## src/rtl/ysyx_25020037_pkg.sv

```systemverilog
// ysyx_25020037_pkg: shared writeback configuration for the ysyx_25020037 core.
//   SRC_LSU / SRC_MDU : encodings carried on out_src of the writeback arbiter
//   wb_entry_w        : width of one writeback entry {we, rd, data, src}
package ysyx_25020037_pkg;

    localparam logic SRC_LSU = 1'b0;
    localparam logic SRC_MDU = 1'b1;

    function automatic int wb_entry_w(input int aw, input int dw);
        return 1 + aw + dw + 1;
    endfunction

endpackage

```

## src/rtl/ysyx_25020037_rr_arb2.sv

```systemverilog
// ysyx_25020037_rr_arb2: two-way round-robin grant with a 1-bit priority pointer.
//   clk, rst_n       : clock, asynchronous active-low reset
//   req0_i, req1_i   : requests (0 = LSU, 1 = MDU)
//   en_i             : grant enable (downstream slot free)
//   gnt0_o, gnt1_o   : one-hot-or-zero grants, also acting as the transfer strobes
module ysyx_25020037_rr_arb2 (
    input  logic clk,
    input  logic rst_n,
    input  logic req0_i,
    input  logic req1_i,
    input  logic en_i,
    output logic gnt0_o,
    output logic gnt1_o
);

    logic rr_q, rr_d, pick1;

    // rr_q = 1 means requester 1 wins a tie
    assign pick1  = req1_i & (~req0_i | rr_q);
    // rst_n gating keeps both grants low while reset is held
    assign gnt1_o = rst_n & en_i & pick1;
    assign gnt0_o = rst_n & en_i & req0_i & ~pick1;
    // a grant is a transfer because the requester's valid is already high
    assign rr_d   = gnt0_o ? 1'b1 : gnt1_o ? 1'b0 : rr_q;

    always_ff @(posedge clk or negedge rst_n) begin
        if (!rst_n) rr_q <= 1'b0;
        else        rr_q <= rr_d;
    end

endmodule

```

## src/rtl/ysyx_25020037_wb_arb.sv

```systemverilog
// ysyx_25020037_wb_arb: arbitrates LSU and MDU writebacks into one registered output slot.
//   clk, rst_n                              : clock, asynchronous active-low reset
//   lsu_valid/ready/we/rd/data              : LSU writeback request
//   mdu_valid/ready/we/rd/data              : mul/div writeback request
//   out_valid/ready/we/rd/data/src          : registered writeback entry to the GPR/commit stage
//   busy                                    : entry held or any request pending
module ysyx_25020037_wb_arb
    import ysyx_25020037_pkg::*;
#(
    parameter int DW = 32,
    parameter int AW = 5
) (
    input  logic          clk,
    input  logic          rst_n,
    input  logic          lsu_valid,
    output logic          lsu_ready,
    input  logic          lsu_we,
    input  logic [AW-1:0] lsu_rd,
    input  logic [DW-1:0] lsu_data,
    input  logic          mdu_valid,
    output logic          mdu_ready,
    input  logic          mdu_we,
    input  logic [AW-1:0] mdu_rd,
    input  logic [DW-1:0] mdu_data,
    output logic          out_valid,
    input  logic          out_ready,
    output logic          out_we,
    output logic [AW-1:0] out_rd,
    output logic [DW-1:0] out_data,
    output logic          out_src,
    output logic          busy
);

    localparam int EW = wb_entry_w(AW, DW);

    logic          slot_free;
    logic          out_valid_q;
    logic [EW-1:0] ent_d, ent_q;

    // draining and refilling in the same cycle is allowed, so no bubble
    assign slot_free = ~out_valid_q | out_ready;

    ysyx_25020037_rr_arb2 u_rr_arb2 (
        .clk    (clk),
        .rst_n  (rst_n),
        .req0_i (lsu_valid),
        .req1_i (mdu_valid),
        .en_i   (slot_free),
        .gnt0_o (lsu_ready),
        .gnt1_o (mdu_ready)
    );

    // writes to x0 still commit, just without a register write
    always_comb begin
        ent_d = mdu_ready ? {mdu_we & (|mdu_rd), mdu_rd, mdu_data, SRC_MDU}
                          : {lsu_we & (|lsu_rd), lsu_rd, lsu_data, SRC_LSU};
    end

    always_ff @(posedge clk or negedge rst_n) begin
        if (!rst_n) begin
            out_valid_q <= 1'b0;
            ent_q       <= '0;
        end else if (lsu_ready | mdu_ready) begin
            out_valid_q <= 1'b1;
            ent_q       <= ent_d;
        end else if (out_ready) begin
            out_valid_q <= 1'b0;
        end
    end

    assign out_valid = out_valid_q;
    assign {out_we, out_rd, out_data, out_src} = ent_q;
    assign busy = out_valid_q | lsu_valid | mdu_valid;

endmodule

```

## config.mk

```make
export PLATFORM = sky130hd
export DESIGN_NAME = ysyx_25020037_wb_arb
export DESIGN_NICKNAME = d
export VERILOG_FILES = /design/src/rtl/ysyx_25020037_pkg.sv /design/src/rtl/ysyx_25020037_rr_arb2.sv /design/src/rtl/ysyx_25020037_wb_arb.sv
export SDC_FILE = /design/constraint.sdc
export NUM_CORES = 1
export LEC_CHECK = 0
export CAP_MARGIN = 0
export CORE_MARGIN = 4
export CORE_UTILIZATION = 33
export DETAILED_ROUTE_END_ITERATION = 6
export GPL_TIMING_DRIVEN = 0
export PLACE_DENSITY = 0.79
export SKIP_CTS_REPAIR_TIMING = 1
export SLEW_MARGIN = 10
export SYNTH_ARGS = -nofsm -noshare
export SYNTH_HDL_FRONTEND = slang
export SYNTH_SLANG_ARGS = --single-unit
export TNS_END_PERCENT = 20
```

## constraint.sdc

```tcl
create_clock -name clk -period 1.3 [get_ports clk]
set_clock_uncertainty 0.1 [all_clocks]
set_input_delay 0.195 -clock clk [delete_from_list [all_inputs] [get_ports clk]]
set_output_delay 0.195 -clock clk [all_outputs]
set_load 0.005 [all_outputs]
```

# Word-level counts from Yosys, hierarchy flattened
# Index checks and enable logic that the tools add are counted.
[classes]
muxes = 5
bitwise = 15
reduce_logical = 4
[op_table]
columns = ["op", "n"]
rows = [
  ["$mux 39", 1],
  ["$reduce_or 5->1", 2],
  ["$and 1x1->1", 7],
  ["$or 1x1->1", 5],
  ["$mux 1", 4],
  ["$reduce_bool 2->1", 2],
  ["$not 1->1", 3],
]
[totals]
reg_bits = 41
inputBits = 81
out_inout_bits = 43
wordCells = 27

# Depth between registers and ports, before layout
[logic_depth]
depth_word = 7
mapped_depth = 5
ltp_nobuf = 4

# Modules after synthesis
# A second synthesis with hierarchy kept.
[hier_totals]
cells_unflattened = 186
hier_area_um2 = 1906.8
[by_module_without_submodules]
columns = ["mod", "n_inst", "cells_per_inst", "area_per_inst_um2"]
rows = [
  ["ysyx_25020037_wb_arb", 1, 178, 1840.5],
  ["ysyx_25020037_rr_arb2", 1, 8, 66.3],
]

# Worst setup path before layout
# Ideal clock, no wire load.
[synth_path]
path_type = "flip-flop to flip-flop"
start = "register u_rr_arb2.rr_q"
end = "register ent_q[33]"
setup_ns = 0.127
arrival_time_ns = 1.158
required_ns = 1.073
slack_ns = -0.085
stages_incl_launch_ff = 5
period_less_slack_ns = 1.385
cell_sequence = "dfrtp_1 > o2111a_1 > buf_6 > a222oi_1 > inv_1"
[synth_between]
elab_cells_between_ends = 7
classes_between = "1 x mux; 6 x bitwise"
[synth_lines]
columns = ["element", "line", "rtl"]
rows = [
  ["from (decl)", "ysyx_25020037_rr_arb2.sv:16", "logic rr_q, rr_d, pick1;"],
  ["from (signal assigned)", "ysyx_25020037_rr_arb2.sv:28", "else rr_q <= rr_d;"],
  ["$or 1x1->1 *", "ysyx_25020037_rr_arb2.sv:19", "assign pick1 = req1_i & (~req0_i | rr_q);"],
  ["$and 1x1->1 *", "ysyx_25020037_rr_arb2.sv:19", ""],
  ["$and 1x1->1 *", "ysyx_25020037_rr_arb2.sv:21", "assign gnt1_o = rst_n & en_i & pick1;"],
  ["named net mdu_ready", "ysyx_25020037_wb_arb.sv:21", "output logic mdu_ready,"],
  ["$mux 39 or $or 1x1->1 (tied branches)", "ysyx_25020037_wb_arb.sv:55, ysyx_25020037_wb_arb.sv:63", ""],
  ["to (signal assigned)", "ysyx_25020037_wb_arb.sv:65", "ent_q <= ent_d;"],
  ["to (decl)", "ysyx_25020037_wb_arb.sv:38", "logic [EW-1:0] ent_d, ent_q;"],
]
# Mark *: on every way through the listed nets, which the timed path passes. The rest lies on a longest branch.
# A chain may end at the register's enable or synchronous reset.

# Worst setup path in the final report
[layout_path]
start = "register u_rr_arb2.rr_q"
end = "output mdu_ready"
[layout_between]
elab_chain_len = 3
[layout_rtl]
columns = ["element", "line"]
rows = [
  ["$or 1x1->1", "ysyx_25020037_rr_arb2.sv:19"],
  ["$and 1x1->1", "ysyx_25020037_rr_arb2.sv:19"],
  ["$and 1x1->1", "ysyx_25020037_rr_arb2.sv:21"],
  ["to (decl)", "ysyx_25020037_wb_arb.sv:21"],
]
# No other way between the ends.

==> impl_metrics.env <==
export IMPL_yosysUniqueCellTypes=23
export IMPL_die_x_um=84.4
export IMPL_crit_fanout=7
export IMPL_dieHeight_um=84.4
export IMPL_final_common_cell="clkdlybuf4s50_1"
export IMPL_syn_nets=258
export IMPL_switching_share_pct=27.3
export IMPL_r2r_start="u_rr_arb2.rr_q"
export IMPL_place_area_um2=3300
export IMPL_setup_violations=64
export IMPL_place_ws_ns=-0.781
export IMPL_cts_inserted_buffers=5
export IMPL_drv_cap=0
export IMPL_viasPerCell=4.82
export IMPL_fin_nets=404
export IMPL_final_util_pct=67.1
export IMPL_synth_area_um2=1930
export IMPL_placed_cells_incl_taps=373
export IMPL_cts_root_buf="clkbuf_8"
export IMPL_critical_path_class="flop to output port"
export IMPL_seqPwrFrac_pct=42.8
export IMPL_crit_start="u_rr_arb2.rr_q"
export IMPL_hold_slack_ns=-0.257
export IMPL_ys_top_cells_by_area="dfrtp_1 53%, mux2i_1 17%, o21ai_0 7.0%, nand2_1 6.8%, a222oi_1 2.6%"
export IMPL_vias=1907
export IMPL_drc_errors=0
export IMPL_fin_ws_ns=-0.236
export IMPL_finalCritPeriodShare_pct=118
export IMPL_cts_tree="yes"
export IMPL_firstDrtPassIters=6
export IMPL_clkPwrFrac_pct=20.5
export IMPL_clkTransAtPathRegs_ns=0.08
export IMPL_rrSetupSlack_ns=-0.14
export IMPL_crit_path_end_kind="output port"
export IMPL_start_kind="flop"
export IMPL_fmax_ghz=0.651
export IMPL_wl_per_cell_um=15.2
export IMPL_start_util_pct=34.5
export IMPL_mostFrequentLayoutCells="77 x clkdlybuf4s50_1, 42 x dlymetal6s2s_1, 40 x dfrtp_1, 35 x nand2_1, 30 x o21ai_1"
export IMPL_arrival_ns=1.24
export IMPL_rsz0062_at_grt="true"
export IMPL_power_per_cell_area_nw_per_um2=1020
export IMPL_synth_top_cell_by_area="dfrtp_1"
export IMPL_finalPower_uw=3830
export IMPL_violations="negative hold slack, negative setup slack"
export IMPL_core_um2=5570
export IMPL_synth_seq_area_share_pct=53.3
export IMPL_area_delta_synth_final_pct=94.3
export IMPL_dieArea_um2=7120
export IMPL_io_pin_count=124
export IMPL_io_buffers=123
export IMPL_ant_nets=0
export IMPL_status="finished, violations left"
export IMPL_clk_latency_ns=0.29
export IMPL_vdd_drop_max_v=0.000572
export IMPL_dpl_hpwl_um=4470
export IMPL_reg2reg_depth=4
export IMPL_synth_avg_cell_area_um2=10.9
export IMPL_synthCells=177
export IMPL_grt_max_degree=24
export IMPL_slew_violations=0
export IMPL_grt_pass1_vias=1919
export IMPL_grt_antenna_before_repair=0
export IMPL_maxSlewHeadroom_pct=35.7
export IMPL_synth_ff_latch_count=41
export IMPL_hold_class="input port to asynchronous set/reset pin"
export IMPL_stdcell_area_um2=3740
export IMPL_crit_required_ns=1.00
export IMPL_grt_use_total_pct=16.0
export IMPL_drive_gt1_share_pct=16.7
export IMPL_p_switching_uw=1050
export IMPL_fin_crit_ns=1.54
export IMPL_yosys_area_top_type_share_pct=53.3
export IMPL_comb_power_share_pct=36.7
export IMPL_hold_viol=19
export IMPL_num_rows=27
export IMPL_grt_overflow_total=0
export IMPL_tightest_slew_ns=0.962
export IMPL_stdcell_count=396
export IMPL_gp_congestion=0.734
export IMPL_diodes=0
export IMPL_first_iter_violations=69
export IMPL_p_leak_uw=0.00214
export IMPL_r2r_end="ent_q[37]"
export IMPL_cts_sinks=41
export IMPL_drt_total_wl_um=6000
export IMPL_p_int_uw=2790
export IMPL_clockBufferDepth=2
export IMPL_grt_first_pass_wirelength_um=9330
export IMPL_htree_levels=2
export IMPL_yosysWarnings=0
export IMPL_fillers=466
-- layer usage --
layer	share of wire, %	GRT usage (%)	routed length [µm]
met2	49	27.3	2950
met5	0	0	0
met1	40	18.4	2390
met3	10	7.65	618
met4	0.77	3.45	46
-- synthesized netlist by cell type, drive strengths merged --
master / instances
a21o: 2
a222oi: 5
and4: 1
buf: 6
clkbuf: 6
dfrtp: 41
inv: 6
mux2i: 32
nand2: 35
nand2b: 1
nand3: 2
o2111a: 1
o211ai: 3
o21ai: 33
or3: 1
or4: 2
-- worst max-delay path by stage --
stage	endpoint	slack, ns	cells after the start
6_report	mdu_ready	-0.24	3
5_1_grt	mdu_ready	-0.29	3
4_1_cts	lsu_ready	-0.79	5
3_5_place_dp	lsu_ready	-0.78	5
3_3_place_gp	lsu_ready	-2.23	4
2_1_floorplan	ent_q[33]	-0.04	4
-- power groups by stage --
stage,logic [µW],registers (µW),clock network [µW]
finish,1400,1640,786
global placement,1290,1660,0
CTS,1320,1650,817
global route,1530,1680,878
floorplan,409,1690,0
detailed placement,1320,1670,0
-- through the flow --
| step | hold WS [ns] | TNS (ns) |
|---|---|---|
| 2_1_floorplan | -0.201 | -0.385 |
| 3_3_place_gp | 0.361 | -134.66 |
| 3_5_place_dp | 0.111 | -27.89 |
| 4_1_cts | -0.200 | -21.68 |
| 5_1_grt | -0.267 | -12.79 |
| 6_report | -0.257 | -5.30 |
-- registers in the layout, summed over array words and instances (netlist names) --
name	flops
u_rr_arb2.rr_q	1
out_valid	1
ent_q	39
-- cell type report --
type / count / area, µm² / share of cell area (%)
sequential: 41 / 1030 / 27.5
inverter: 6 / 22.5 / 0.602
timing repair buffer: 139 / 1550 / 41.5
multi-input combinational: 119 / 846 / 22.6
clock inverter: 2 / 10.0 / 0.268
tap: 72 / 90.1 / 2.41
clock buffer: 6 / 72.6 / 1.94
buffer: 11 / 120 / 3.21
-- cell families (layout without fill, tap and decap cells) --
family | after synthesis | after routing | synth area share [%]
AO/OA/AOI/OAI | 44 | 45 | 14.6
AND/OR/NAND/NOR | 42 | 42 | 9.36
flip-flops | 41 | 41 | 53.3
multiplexers | 32 | 32 | 16.6
buffers and inverters | 18 | 164 | 6.11
-- critical path, stage by stage, from the launching register on --
cell and delay, ns:
dfrtp_2 0.45, o2111a_1 0.26, buf_6 0.13, buf_6 0.11
(Power assumes the default switching activity.)
